==> src/rtl/sa_ctrl_pkg.sv <==
// Shared types and constants for the systolic array job sequencer.
package sa_ctrl_pkg;

  typedef enum logic [2:0] {
    IDLE,
    LOAD_W,
    STREAM,
    DRAIN,
    DONE
  } state_e;

  // Precision encodings carried on the width config fields
  localparam logic [3:0] W1 = 4'd1;
  localparam logic [3:0] W2 = 4'd2;
  localparam logic [3:0] W4 = 4'd4;
  localparam logic [3:0] W8 = 4'd8;

  typedef struct packed {
    logic [3:0] in_w;
    logic [3:0] wt_w;
    logic       s_in;
    logic       s_wt;
  } sa_cfg_t;

  localparam sa_cfg_t CFG_RST = '{in_w: W1, wt_w: W1, s_in: 1'b0, s_wt: 1'b0};

  function automatic int widx_w(input int n);
    return (n > 1) ? $clog2(n) : 1;
  endfunction

  localparam int WIDX_W = widx_w(8);

endpackage

==> src/rtl/sa_valid_delay.sv <==
// Fixed-latency {valid,addr} shift register that tracks rows through the array pipeline.
module sa_valid_delay #(
  parameter int DEPTH = 9,
  parameter int WIDTH = 9
) (
  input  logic             i_clk,
  input  logic             i_clr,
  input  logic [WIDTH-1:0] i_d,
  output logic [WIDTH-1:0] o_q,
  output logic             o_empty
);

  logic [DEPTH-1:0][WIDTH-1:0] r_pipe;
  logic [DEPTH-1:0]            w_vld_nxt;

  always_ff @(posedge i_clk) begin
    if (i_clr) begin
      r_pipe <= '0;
    end else begin
      r_pipe[0] <= i_d;
      for (int i = 1; i < DEPTH; i++) r_pipe[i] <= r_pipe[i-1];
    end
  end

  // Valid bits as they stand after the next shift; the final stage drops out,
  // so empty here means the last live row is being presented right now.
  always_comb begin
    w_vld_nxt    = '0;
    w_vld_nxt[0] = i_d[WIDTH-1];
    for (int i = 1; i < DEPTH; i++) w_vld_nxt[i] = r_pipe[i-1][WIDTH-1];
  end

  assign o_empty = ~|w_vld_nxt;
  assign o_q     = r_pipe[DEPTH-1];

endmodule

==> src/rtl/systolic_array_ctrl.sv <==
// Job sequencer: preloads weight rows, streams input rows, strobes result writes
// when each row's psums leave the array pipeline.
module systolic_array_ctrl
  import sa_ctrl_pkg::*;
#(
  parameter  int ARRAY_SIZE = 8,
  parameter  int ADDR_W     = 8,
  parameter  int PIPE_LAT   = 9,
  localparam int IDX_W      = widx_w(ARRAY_SIZE),
  localparam int DW         = 8 * ARRAY_SIZE
) (
  input  logic              i_clk,
  input  logic              i_rst,
  input  logic              i_start,
  input  logic [ADDR_W-1:0] i_num_rows,
  input  logic [3:0]        i_cfg_in_width,
  input  logic [3:0]        i_cfg_wt_width,
  input  logic              i_cfg_s_in,
  input  logic              i_cfg_s_weight,
  output logic              o_busy,
  output logic              o_done,
  output logic              o_wbuf_rd,
  output logic [IDX_W-1:0]  o_wbuf_addr,
  input  logic [DW-1:0]     i_wbuf_rdata,
  output logic              o_ibuf_rd,
  output logic [ADDR_W-1:0] o_ibuf_addr,
  input  logic [DW-1:0]     i_ibuf_rdata,
  output logic              o_sa_w_row_we,
  output logic [IDX_W-1:0]  o_sa_w_row_idx,
  output logic [DW-1:0]     o_sa_w_row,
  output logic [DW-1:0]     o_sa_inputs,
  output logic              o_sa_in_valid,
  output logic [3:0]        o_sa_in_width,
  output logic [3:0]        o_sa_weight_width,
  output logic              o_sa_s_in,
  output logic              o_sa_s_weight,
  output logic              o_res_we,
  output logic [ADDR_W-1:0] o_res_addr
);

  state_e              r_state, w_state_nxt;
  sa_cfg_t             r_cfg;
  logic [IDX_W:0]      r_wcnt;
  logic [ADDR_W:0]     r_row;   // one spare bit so N = 2**ADDR_W-1 never wraps
  logic [ADDR_W:0]     r_num;
  logic                r_w_we;
  logic [IDX_W-1:0]    r_w_idx;
  logic [DW-1:0]       r_w_row;
  logic [DW-1:0]       r_inputs;
  logic                r_in_valid;
  logic [ADDR_W-1:0]   r_in_row;

  logic                w_wbuf_rd;
  logic                w_ibuf_rd;
  logic [IDX_W-1:0]    w_wbuf_addr;
  logic [ADDR_W-1:0]   w_ibuf_addr;
  logic [ADDR_W:0]     w_dly_q;
  logic                w_dly_empty;

  assign w_wbuf_rd   = (r_state == LOAD_W) && (r_wcnt < (IDX_W+1)'(ARRAY_SIZE));
  assign w_ibuf_rd   = (r_state == STREAM);
  assign w_wbuf_addr = w_wbuf_rd ? r_wcnt[IDX_W-1:0] : '0;
  assign w_ibuf_addr = w_ibuf_rd ? r_row[ADDR_W-1:0] : '0;

  always_ff @(posedge i_clk) begin
    if (i_rst) r_state <= IDLE;
    else       r_state <= w_state_nxt;
  end

  always_comb begin
    w_state_nxt = r_state;
    case (r_state)
      IDLE:    if (i_start) w_state_nxt = (i_num_rows == '0) ? DONE : LOAD_W;
      // LOAD_W lingers one cycle past the last read so its row write lands first
      LOAD_W:  if (r_wcnt == (IDX_W+1)'(ARRAY_SIZE)) w_state_nxt = STREAM;
      STREAM:  if (r_row + 1'b1 == r_num) w_state_nxt = DRAIN;
      DRAIN:   if (w_dly_empty) w_state_nxt = DONE;
      DONE:    w_state_nxt = IDLE;
      default: w_state_nxt = IDLE;
    endcase
  end

  always_ff @(posedge i_clk) begin
    if (i_rst) begin
      r_cfg      <= CFG_RST;
      r_num      <= '0;
      r_wcnt     <= '0;
      r_row      <= '0;
      r_w_we     <= 1'b0;
      r_w_idx    <= '0;
      r_w_row    <= '0;
      r_inputs   <= '0;
      r_in_valid <= 1'b0;
      r_in_row   <= '0;
    end else begin
      if (r_state == IDLE && i_start) begin
        r_cfg <= '{in_w: i_cfg_in_width, wt_w: i_cfg_wt_width,
                   s_in: i_cfg_s_in, s_wt: i_cfg_s_weight};
        r_num <= {1'b0, i_num_rows};
      end
      r_wcnt     <= (r_state == LOAD_W) ? r_wcnt + 1'b1 : '0;
      r_row      <= (r_state == STREAM) ? r_row + 1'b1 : '0;
      r_w_we     <= w_wbuf_rd;
      r_w_idx    <= w_wbuf_addr;
      r_in_valid <= w_ibuf_rd;
      r_in_row   <= w_ibuf_addr;
      if (w_wbuf_rd) r_w_row  <= i_wbuf_rdata;
      if (w_ibuf_rd) r_inputs <= i_ibuf_rdata;
    end
  end

  sa_valid_delay #(
    .DEPTH (PIPE_LAT),
    .WIDTH (1 + ADDR_W)
  ) u_dly (
    .i_clk   (i_clk),
    .i_clr   (i_rst),
    .i_d     ({r_in_valid, r_in_row}),
    .o_q     (w_dly_q),
    .o_empty (w_dly_empty)
  );

  assign o_busy            = (r_state != IDLE);
  assign o_done            = (r_state == DONE);
  assign o_wbuf_rd         = w_wbuf_rd;
  assign o_wbuf_addr       = w_wbuf_addr;
  assign o_ibuf_rd         = w_ibuf_rd;
  assign o_ibuf_addr       = w_ibuf_addr;
  assign o_sa_w_row_we     = r_w_we;
  assign o_sa_w_row_idx    = r_w_idx;
  assign o_sa_w_row        = r_w_row;
  assign o_sa_inputs       = r_inputs;
  assign o_sa_in_valid     = r_in_valid;
  assign o_sa_in_width     = r_cfg.in_w;
  assign o_sa_weight_width = r_cfg.wt_w;
  assign o_sa_s_in         = r_cfg.s_in;
  assign o_sa_s_weight     = r_cfg.s_wt;
  assign o_res_we          = w_dly_q[ADDR_W];
  assign o_res_addr        = w_dly_q[ADDR_W-1:0];

endmodule

==> config.mk <==
export PLATFORM = sky130hd
export DESIGN_NAME = systolic_array_ctrl
export DESIGN_NICKNAME = d
export VERILOG_FILES = /design/src/rtl/sa_ctrl_pkg.sv /design/src/rtl/sa_valid_delay.sv /design/src/rtl/systolic_array_ctrl.sv
export SDC_FILE = /design/constraint.sdc
export NUM_CORES = 1
export LEC_CHECK = 0
export ABC_CLOCK_PERIOD_IN_PS = 3500
export CAP_MARGIN = 10
export CORE_MARGIN = 2
export CORE_UTILIZATION = 48
export DETAILED_ROUTE_END_ITERATION = 12
export GPL_ROUTABILITY_DRIVEN = 0
export PLACE_DENSITY = 0.92
export SYNTH_ARGS = -nofsm -noshare
export SYNTH_HDL_FRONTEND = slang
export SYNTH_SLANG_ARGS = --single-unit
==> constraint.sdc <==
create_clock -name i_clk -period 3.5 [get_ports i_clk]
set_clock_uncertainty 0.05 [all_clocks]
set_input_delay 0.525 -clock i_clk [delete_from_list [all_inputs] [get_ports i_clk]]
set_output_delay 0.525 -clock i_clk [all_outputs]
set_load 0.05 [all_outputs]
Word level (Yosys, flattened, before mapping)
Cells that the tools add are included.
{"block": "word_totals", "reg_bits": 256, "output_inout_bits": 167}
{"block": "op_classes", "n_reduce_logical": 9, "eq_ne": 10, "n_bitwise": 2, "n_lt_le_gt_ge": 1, "add_sub_neg": 2, "muxes": 8}
{"operator": "$mux 3", "n": 6}
{"operator": "$pmux 3 s4", "n": 1}
{"operator": "$add 9x1->9 const B", "n": 1}
{"operator": "$eq 9x8->1", "n": 1}
{"operator": "$reduce_or 9->1", "n": 1}
{"operator": "$logic_not 8->1", "n": 1}
{"operator": "$mux 8", "n": 1}
{"operator": "$eq 3x2->1 const B", "n": 2}
{"operator": "$add 4x1->4 const B", "n": 1}
{"operator": "$eq 4x4->1 const B", "n": 1}
{"operator": "$lt 4x4->1 const B", "n": 1}
{"operator": "$ne 2x1->1 const B", "n": 2}
{"operator": "$ne 2x2->1 const B", "n": 2}
{"operator": "$reduce_and 4->1", "n": 1}
{"operator": "$reduce_or 2->1", "n": 2}
{"operator": "$eq 3x1->1 const B", "n": 1}
{"operator": "$eq 3x3->1 const B", "n": 1}
{"operator": "$logic_not 3->1", "n": 1}
{"operator": "$reduce_bool 3->1", "n": 1}
{"operator": "$logic_and 1x1->1", "n": 2}
{"operator": "$not 1->1", "n": 2}

Logic depth before layout (Yosys ltp)
Gate-level depths: netlist of the first run.
{"block": "depth", "depth_word": 4, "mapped_depth": 11, "depth_no_buf": 9}

Modules after synthesis
A second synthesis of the first run with hierarchy kept.
{"block": "unflattened", "hier_cells": 971, "area_unflattened_um2": 8639.5}
{"mod": "systolic_array_ctrl", "n_inst": 1, "area_per_inst_um2": 6377.4, "cells_each": 788, "seq_area_each_um2": 3503.4}
{"mod": "sa_valid_delay", "n_inst": 1, "area_per_inst_um2": 2262.2, "cells_each": 183, "seq_area_each_um2": 1621.6}

Worst setup path after synthesis of the first run
Ideal clock, no wire load.
{"block": "synth_path", "kind": "register to output", "start": "reg r_state[2]", "end": "out o_wbuf_addr[0]", "path_stages_with_launch": 6, "path_buffers": 2, "path_slack_ps": 1129, "arrival_time_ps": 1796, "path_cell_list": "dfxtp_1 > nand2b_1 > or3_1 > clkbuf_1 > clkbuf_1 > nor2_1"}
{"block": "synth_via", "elab_chain_len": 3}
{"element": "start, declared", "line_no": "systolic_array_ctrl.sv:41", "source": "state_e r_state, w_state_nxt;"}
{"element": "start signal, assigned", "line_no": "systolic_array_ctrl.sv:67", "source": "else r_state <= w_state_nxt;"}
{"element": "$eq 3x1->1", "line_no": "systolic_array_ctrl.sv:60", "source": "assign w_wbuf_rd = (r_state == LOAD_W) && (r_wcnt < (IDX_W+1)'(ARRAY_SIZE));"}
{"element": "$logic_and 1x1->1", "line_no": "systolic_array_ctrl.sv:60"}
{"element": "$mux 3", "line_no": "systolic_array_ctrl.sv:62", "source": "assign w_wbuf_addr = w_wbuf_rd ? r_wcnt[IDX_W-1:0] : '0;"}
{"element": "end, declared", "line_no": "systolic_array_ctrl.sv:23", "source": "output logic [IDX_W-1:0] o_wbuf_addr,"}
No other way between the ends.

Worst setup path in the final report of the first run
{"block": "layout_path", "start": "reg r_state[0]", "end": "out o_wbuf_addr[0]"}
Same word-level chain as after synthesis.

==> key figures, run 1 <==
Synthesis
  – Mapped Area: 0.00858 mm²
  – Synthesized flop and latch total: 256
  – Sequential share of the synthesized area: 59.8%
  – Synth Warn #: 0
  – Top FF cell, synth: dfxtp_1
  – Asr flop ratio synth: 0%
  – Post-synth cell types: 41
  – Syn Nets: 1,124
  – Avg Inst Size Synth: 8.82 µm²
  – Number of synthesized flops with an enable pin: 0
  – Gate Count Post-Synth: 972

Route
  – Drt pass-1 iters: 4
  – First DRT Iteration DRCs: 349
  – Vias: 7,452
  – Post-DRT Antenna Nets: 0
  – Post-Route WL: between 20 and 25 mm
  – DR vias/cell: 5.02
  – Routed WL per cell: 15.9 µm
  – DRC: 0

Timing
  – Worst Max-Slew Pin Slew: 0.716 ns
  – Final hold vios: 0
  – Max Freq: around 310 MHz
  – Unrepaired setup endpoints after global routing: no
  – Fin crit share: 91.9%
  – Min Tclk post-route: 3.22 ns
  – Hold WS: 0.380 ns
  – Final Max Tran Viols: 0
  – Finish-stage setup viols: 0
  – TNS Setup: 0 ns
  – Slew margin rel.: 52.3%

Setup path
  – Worst path bufs/invs: 1
  – CP required: 2.92 ns
  – Critical Path, Cell by Cell: nand2b_1, or3_2, nor2_1, clkdlybuf4s50_1
  – Worst path max stage delay: about 0.84 ns
  – CP max-delay cell: clkdlybuf4s50_1
  – Worst EP arrival: 2.64 ns
  – CP endpoint kind: primary output
  – Worst r2r src: r_state[0]
  – Reg-to-Reg End: o_sa_w_row[4]
  – Worst setup SP type: register
  – Critical path endpoint: o_wbuf_addr[0]
  – R2R setup slack: 0.71 ns
  – CP max FO: 9
  – Worst Setup SP: r_state[0]
  – Cell depth of the worst setup path: 4
  – Critical path type: register to primary output
  – Top delay family on crit path: buffers and inverters
  – R2r worst-path depth: 7

Layout
  – Nets: 1,396
  – FILL cells: about 1,200
  – Area grow syn2layout: 47.0%
  – Share of cells above drive strength 1: under 10%
  – Fin area: about 0.013 mm²
  – Most frequent cells in the layout: clkdlybuf4s50_1 (311), nand2_1 (298), dfxtp_1 (256), a21oi_1 (148), nor2b_1 (81)
  – Commonest non-fill, non-tap cell in the layout: clkdlybuf4s50_1
  – Post-route insts no fill: roughly 1,500
  – Inserted Diodes: 0

Min path
  – Hold crit path type: register to register
  – Hold Path Origin: u_dly.r_pipe[41]

Die
  – # rows: 48
  – Die width: roughly 140 µm
  – Core area: 0.0174 mm²
  – Initial Util: 49.4%
  – Io pins: 316
  – Die area: 0.0190 mm²
  – Die Y: 138 µm

Clocking
  – Clk Latency, worst-skew pair: 0.52 ns
  – CTS Sinks: 256
  – Clk buf depth: 3
  – CTS Root Cell: clkbuf_16
  – CTS tree: built
  – # H-tree levels: 1
  – Cts hold-fix bufs: 0
  – Cts repair resizes: 0
  – Cts bufs inserted: 26
  – Postcts setup bufs: 0
  – Clock transition at the registers of the reported paths: approximately 0.060 ns

Placement
  – Dpl cell area: 0.0117 mm²
  – IO Port Bufs: about 320
  – # placed instances: between 1,000 and 1,500
  – Hpwl dp: 15.8 mm

Pwr
  – Power per cell area: 515 mW/mm²
  – Pleak: 4.62 nW
  – Total Power: 0.00649 W
  – VDD IR max: a little under 400 µV

Job
  – Max-cap violation count: 0

Run status
  – Run status: finished, final reports clean

GRT
  – First-pass GRT wire length: 34.6 mm
  – Tot GR Track Use: 22.9%
  – Grt ovf: 0
  – Antenna violations before repair: 0
  – Number of global-route vias before repair: 7,210
  – Pin count of the biggest net entering global routing: 135
## sequential cells by signal, indices dropped and copies added (netlist names)
name,cells
o_sa_inputs,64
u_dly.r_pipe,72
o_sa_s_weight,1
r_state,3
o_sa_in_valid,1
o_sa_w_row_we,1
o_sa_weight_width,4
o_sa_w_row_idx,3
r_row,9
u_dly.o_q,9
r_in_row,8
r_wcnt,4
o_sa_s_in,1
r_num,8
o_sa_w_row,64
o_sa_in_width,4
## power by group
group / internal [W] / total [W] / switching, W
Sequential: 0.00298 / 0.00301 / 0.0000371
Clock: 0.00171 / 0.00280 / 0.00109
Combinational: 0.000288 / 0.000682 / 0.000394
Total: 0.00497 / 0.00649 / 0.00152
## cell families after synthesis
kind of cell / share of synthesized area, %
DFF: 59.8
AOI/OAI and AO/OA: 9.98
muxes: 0.263
xor gates and xnor gates: 1.33
adders and majority gates: 0.438
buffers and inverters: 4.73
and+or+nand+nor: 23.5
## final cells by class
class / instances / area (µm²) / share of cell area [%]
Sequential cell: 256 / 5120 / 40.6
Clock inverter: 8 / 130 / 1.03
Inverter: 11 / 41.3 / 0.327
Timing Repair Buffer: 320 / 3230 / 25.7
Clock buffer: 36 / 748 / 5.93
Tap cell: 225 / 282 / 2.23
Multi-Input combinational cell: 629 / 3050 / 24.2
## layer usage
metal | share of wire (%) | track usage [%] | up-vias
met5 | 0 | 0 | -
met4 | 4.3 | 10.7 | 0
met3 | 9.7 | 7.76 | 77
met2 | 50 | 41.1 | 296
met1 | 36 | 24.1 | 3444
li1 | - | - | 3635
## cells in the mapped netlist (all sizes together) (4+ instances only)
master	instances	area share (%)
nor2b	81	5.9
nor3	6	0.35
xnor2	9	0.92
xor2	4	0.41
dfxtp	256	60
inv	11	0.48
nor4	4	0.29
and3	12	0.88
clkbuf	44	1.9
and2	12	0.88
nand2	299	13
a21oi	149	8.7
nand3	5	0.35
buf	32	2.3
nor2	21	1.0
## worst min path at each step
stage,to,slack [ns],cells past startpoint
3_5_place_dp,u_dly.r_pipe[50],0.37,1
3_3_place_gp,u_dly.r_pipe[42],0.37,1
5_1_grt,u_dly.r_pipe[50],0.40,1
4_1_cts,u_dly.r_pipe[50],0.38,1
2_1_floorplan,u_dly.o_q[0],0.36,1
6_report,u_dly.r_pipe[50],0.38,1
## metrics by stage
step                setup WS (ns)  utilization, %
finish                      0.282            72.6
CTS                         0.270            72.6
detailed placement          0.851            67.6
global placement            0.902            67.6
floorplan                    1.13               -
global route                0.161            72.6
Note: power is estimated with default switching activity, not from simulation.
==> run 2, diff against run 1 <==
CELL_PAD_IN_SITES_DETAIL_PLACEMENT = 1   (was unset)
CELL_PAD_IN_SITES_GLOBAL_PLACEMENT = 1   (was unset)
DONT_BUFFER_PORTS = 1   (was unset)
PLACE_DENSITY = 0.88   (was 0.92)
==> run 2 against run 1 <==
Effect of this change: setup slack improved by 0.21 ns; first-iteration DRC count fell by 27%; fmax rose by 7.1%; core utilization fell by 18 points; wire length fell by 8.4%.
==> key figures, run 2 (synthesized netlist as in run 1, its figures left out) <==
Timing
  – Final hold vios: 0
  – Finish-stage setup viols: 0
  – TNS Setup: 0 ns
  – Fin crit share: 85.8%
  – Max Freq: ~330 MHz
  – Final Max Tran Viols: 0
  – Worst Max-Slew Pin Slew: approximately 0.84 ns
  – Slew margin rel.: 44.1%
  – Min Tclk post-route: 3.00 ns
  – Unrepaired setup endpoints after global routing: no

GRT
  – Tot GR Track Use: 20.9%
  – Grt ovf: 0
  – Pin count of the biggest net entering global routing: 233
  – Antenna violations before repair: 0
  – First-pass GRT wire length: 31.3 mm
  – Number of global-route vias before repair: approximately 6,200

Route
  – Vias: 6,245
  – First DRT Iteration DRCs: 254
  – Routed WL per cell: 18.4 µm
  – DRC: 0
  – DR vias/cell: ~5.3
  – Drt pass-1 iters: 4
  – Post-DRT Antenna Nets: 0
  – Post-Route WL: around 22 mm

Setup path
  – Worst r2r src: r_state[0]
  – CP required: just under 3 ns
  – Critical path type: register to primary output
  – Worst EP arrival: 2.43 ns
  – Worst setup SP type: register
  – R2r worst-path depth: 6
  – Reg-to-Reg End: o_sa_w_row[33]
  – R2R setup slack: 1.16 ns
  – Cell mode on critical path: buf_4
  – Worst Setup SP: r_state[0]
  – Critical Path, Cell by Cell: nand2b_1, or3_2, buf_4, nor2_1, buf_4
  – CP endpoint kind: primary output
  – CP max FO: 66
  – Worst path max stage delay: 0.54 ns
  – CP max-delay cell: dfxtp_1

Placement
  – IO Port Bufs: 0
  – Hpwl dp: 14.5 mm
  – Dpl cell area: 0.00856 mm²

Layout
  – Commonest non-fill, non-tap cell in the layout: nand2_1
  – Share of cells above drive strength 1: 6.82%
  – Fin area: 0.00949 mm²
  – Most frequent cells in the layout: nand2_1 (298), dfxtp_1 (256), a21oi_1 (148), nor2b_1 (81), clkbuf_16 (27)
  – Multi-input logic area: about 0.0030 mm²
  – Most flop-heavy register: u_dly.r_pipe
  – Inserted Diodes: 0
  – FF/Latch Area: 0.00512 mm²
  – Area grow syn2layout: 10.6%
  – FILL cells: about 2,000
  – Max reg flops: 72
  – Nets: around 1,100

Clocking
  – Clk Latency, worst-skew pair: 0.52 ns
  – CTS Sinks: 256
  – Cts repair resizes: 0
  – CTS tree: built
  – Postcts setup bufs: 0
  – CTS Root Cell: clkbuf_16
  – Cts bufs inserted: 27
  – # H-tree levels: 1
  – Clk buf depth: 3
  – Cts hold-fix bufs: 0
  – Clock transition at the registers of the reported paths: 0.06 ns

Run status
  – Run status: finished, final reports clean

Min path
  – Hold crit path type: input pin to register
  – Hold Path Cell Cnt: 1
  – Hold Path Sink: o_sa_w_row[63]
  – Hold Path Origin: i_rst

Die
  – Io pins: 316
  – Die Y: 138 µm
  – # rows: 48
  – Die area: between 0.015 and 0.02 mm²
  – Die width: 138 µm
  – Core area: 0.0174 mm²
  – Initial Util: 49.4%

Job
  – Max-cap violation count: 0

Pwr
  – Pleak: 3.49 nW
  – Power per cell area: 667 mW/mm²
  – VDD IR max: 380 µV
run 2: cell type report:
class,count,area share [%]
timing repair buffer,8,0.633
clock inverter,13,1.81
sequential,256,54.0
inverter,11,0.435
multi-input combinational,629,32.1
tap,225,2.97
clock buffer,36,8.01
run 2: worst max-delay path by stage:
stage	end	cells past startpoint
finish	o_wbuf_addr[0]	5
global route	o_wbuf_addr[0]	5
CTS	o_wbuf_addr[0]	5
detailed placement	o_wbuf_addr[0]	5
global placement	o_wbuf_addr[0]	5
floorplan	o_wbuf_addr[0]	5
run 2: power breakdown:
part / switching [W] / total [W] / internal, W
logic: 0.000111 / 0.000165 / 0.0000543
clock network: 0.00113 / 0.00295 / 0.00181
registers: 0.000236 / 0.00321 / 0.00298
run 2: critical path, delay by kind of cell (launching register included):
family | cells | cell delay [ns]
simple gates | 3 | 0.81
flops | 1 | 0.54
buf+inv | 2 | 0.55
run 2: through the flow:
stage | std cells | util, % | worst slack [ns] | hold WS, ns | total power, W
finish | 1178 | 54.7 | 0.495 | 0.0276 | 0.00632
global route | 1178 | 54.7 | 0.337 | 0.00842 | 0.00655
CTS | 1178 | 54.7 | 0.445 | 0.00938 | 0.00640
detailed placement | 1129 | 49.3 | 1.02 | 0.376 | 0.00344
global placement | 1129 | 49.3 | 1.15 | 0.366 | 0.00343
floorplan | 972 | - | 1.13 | 0.364 | 0.00343
run 2: metal layers:
layer / routed length, µm / share of wire [%] / vias up / global-route usage [%]
met5: 0 / 0 / - / 0
met4: 581 / 2.7 / 0 / 7.22
met2: 11100 / 51 / 252 / 37.9
met1: 7850 / 36 / 2939 / 22.7
li1: - / - / 3015 / -
met3: 2150 / 9.9 / 39 / 6.77
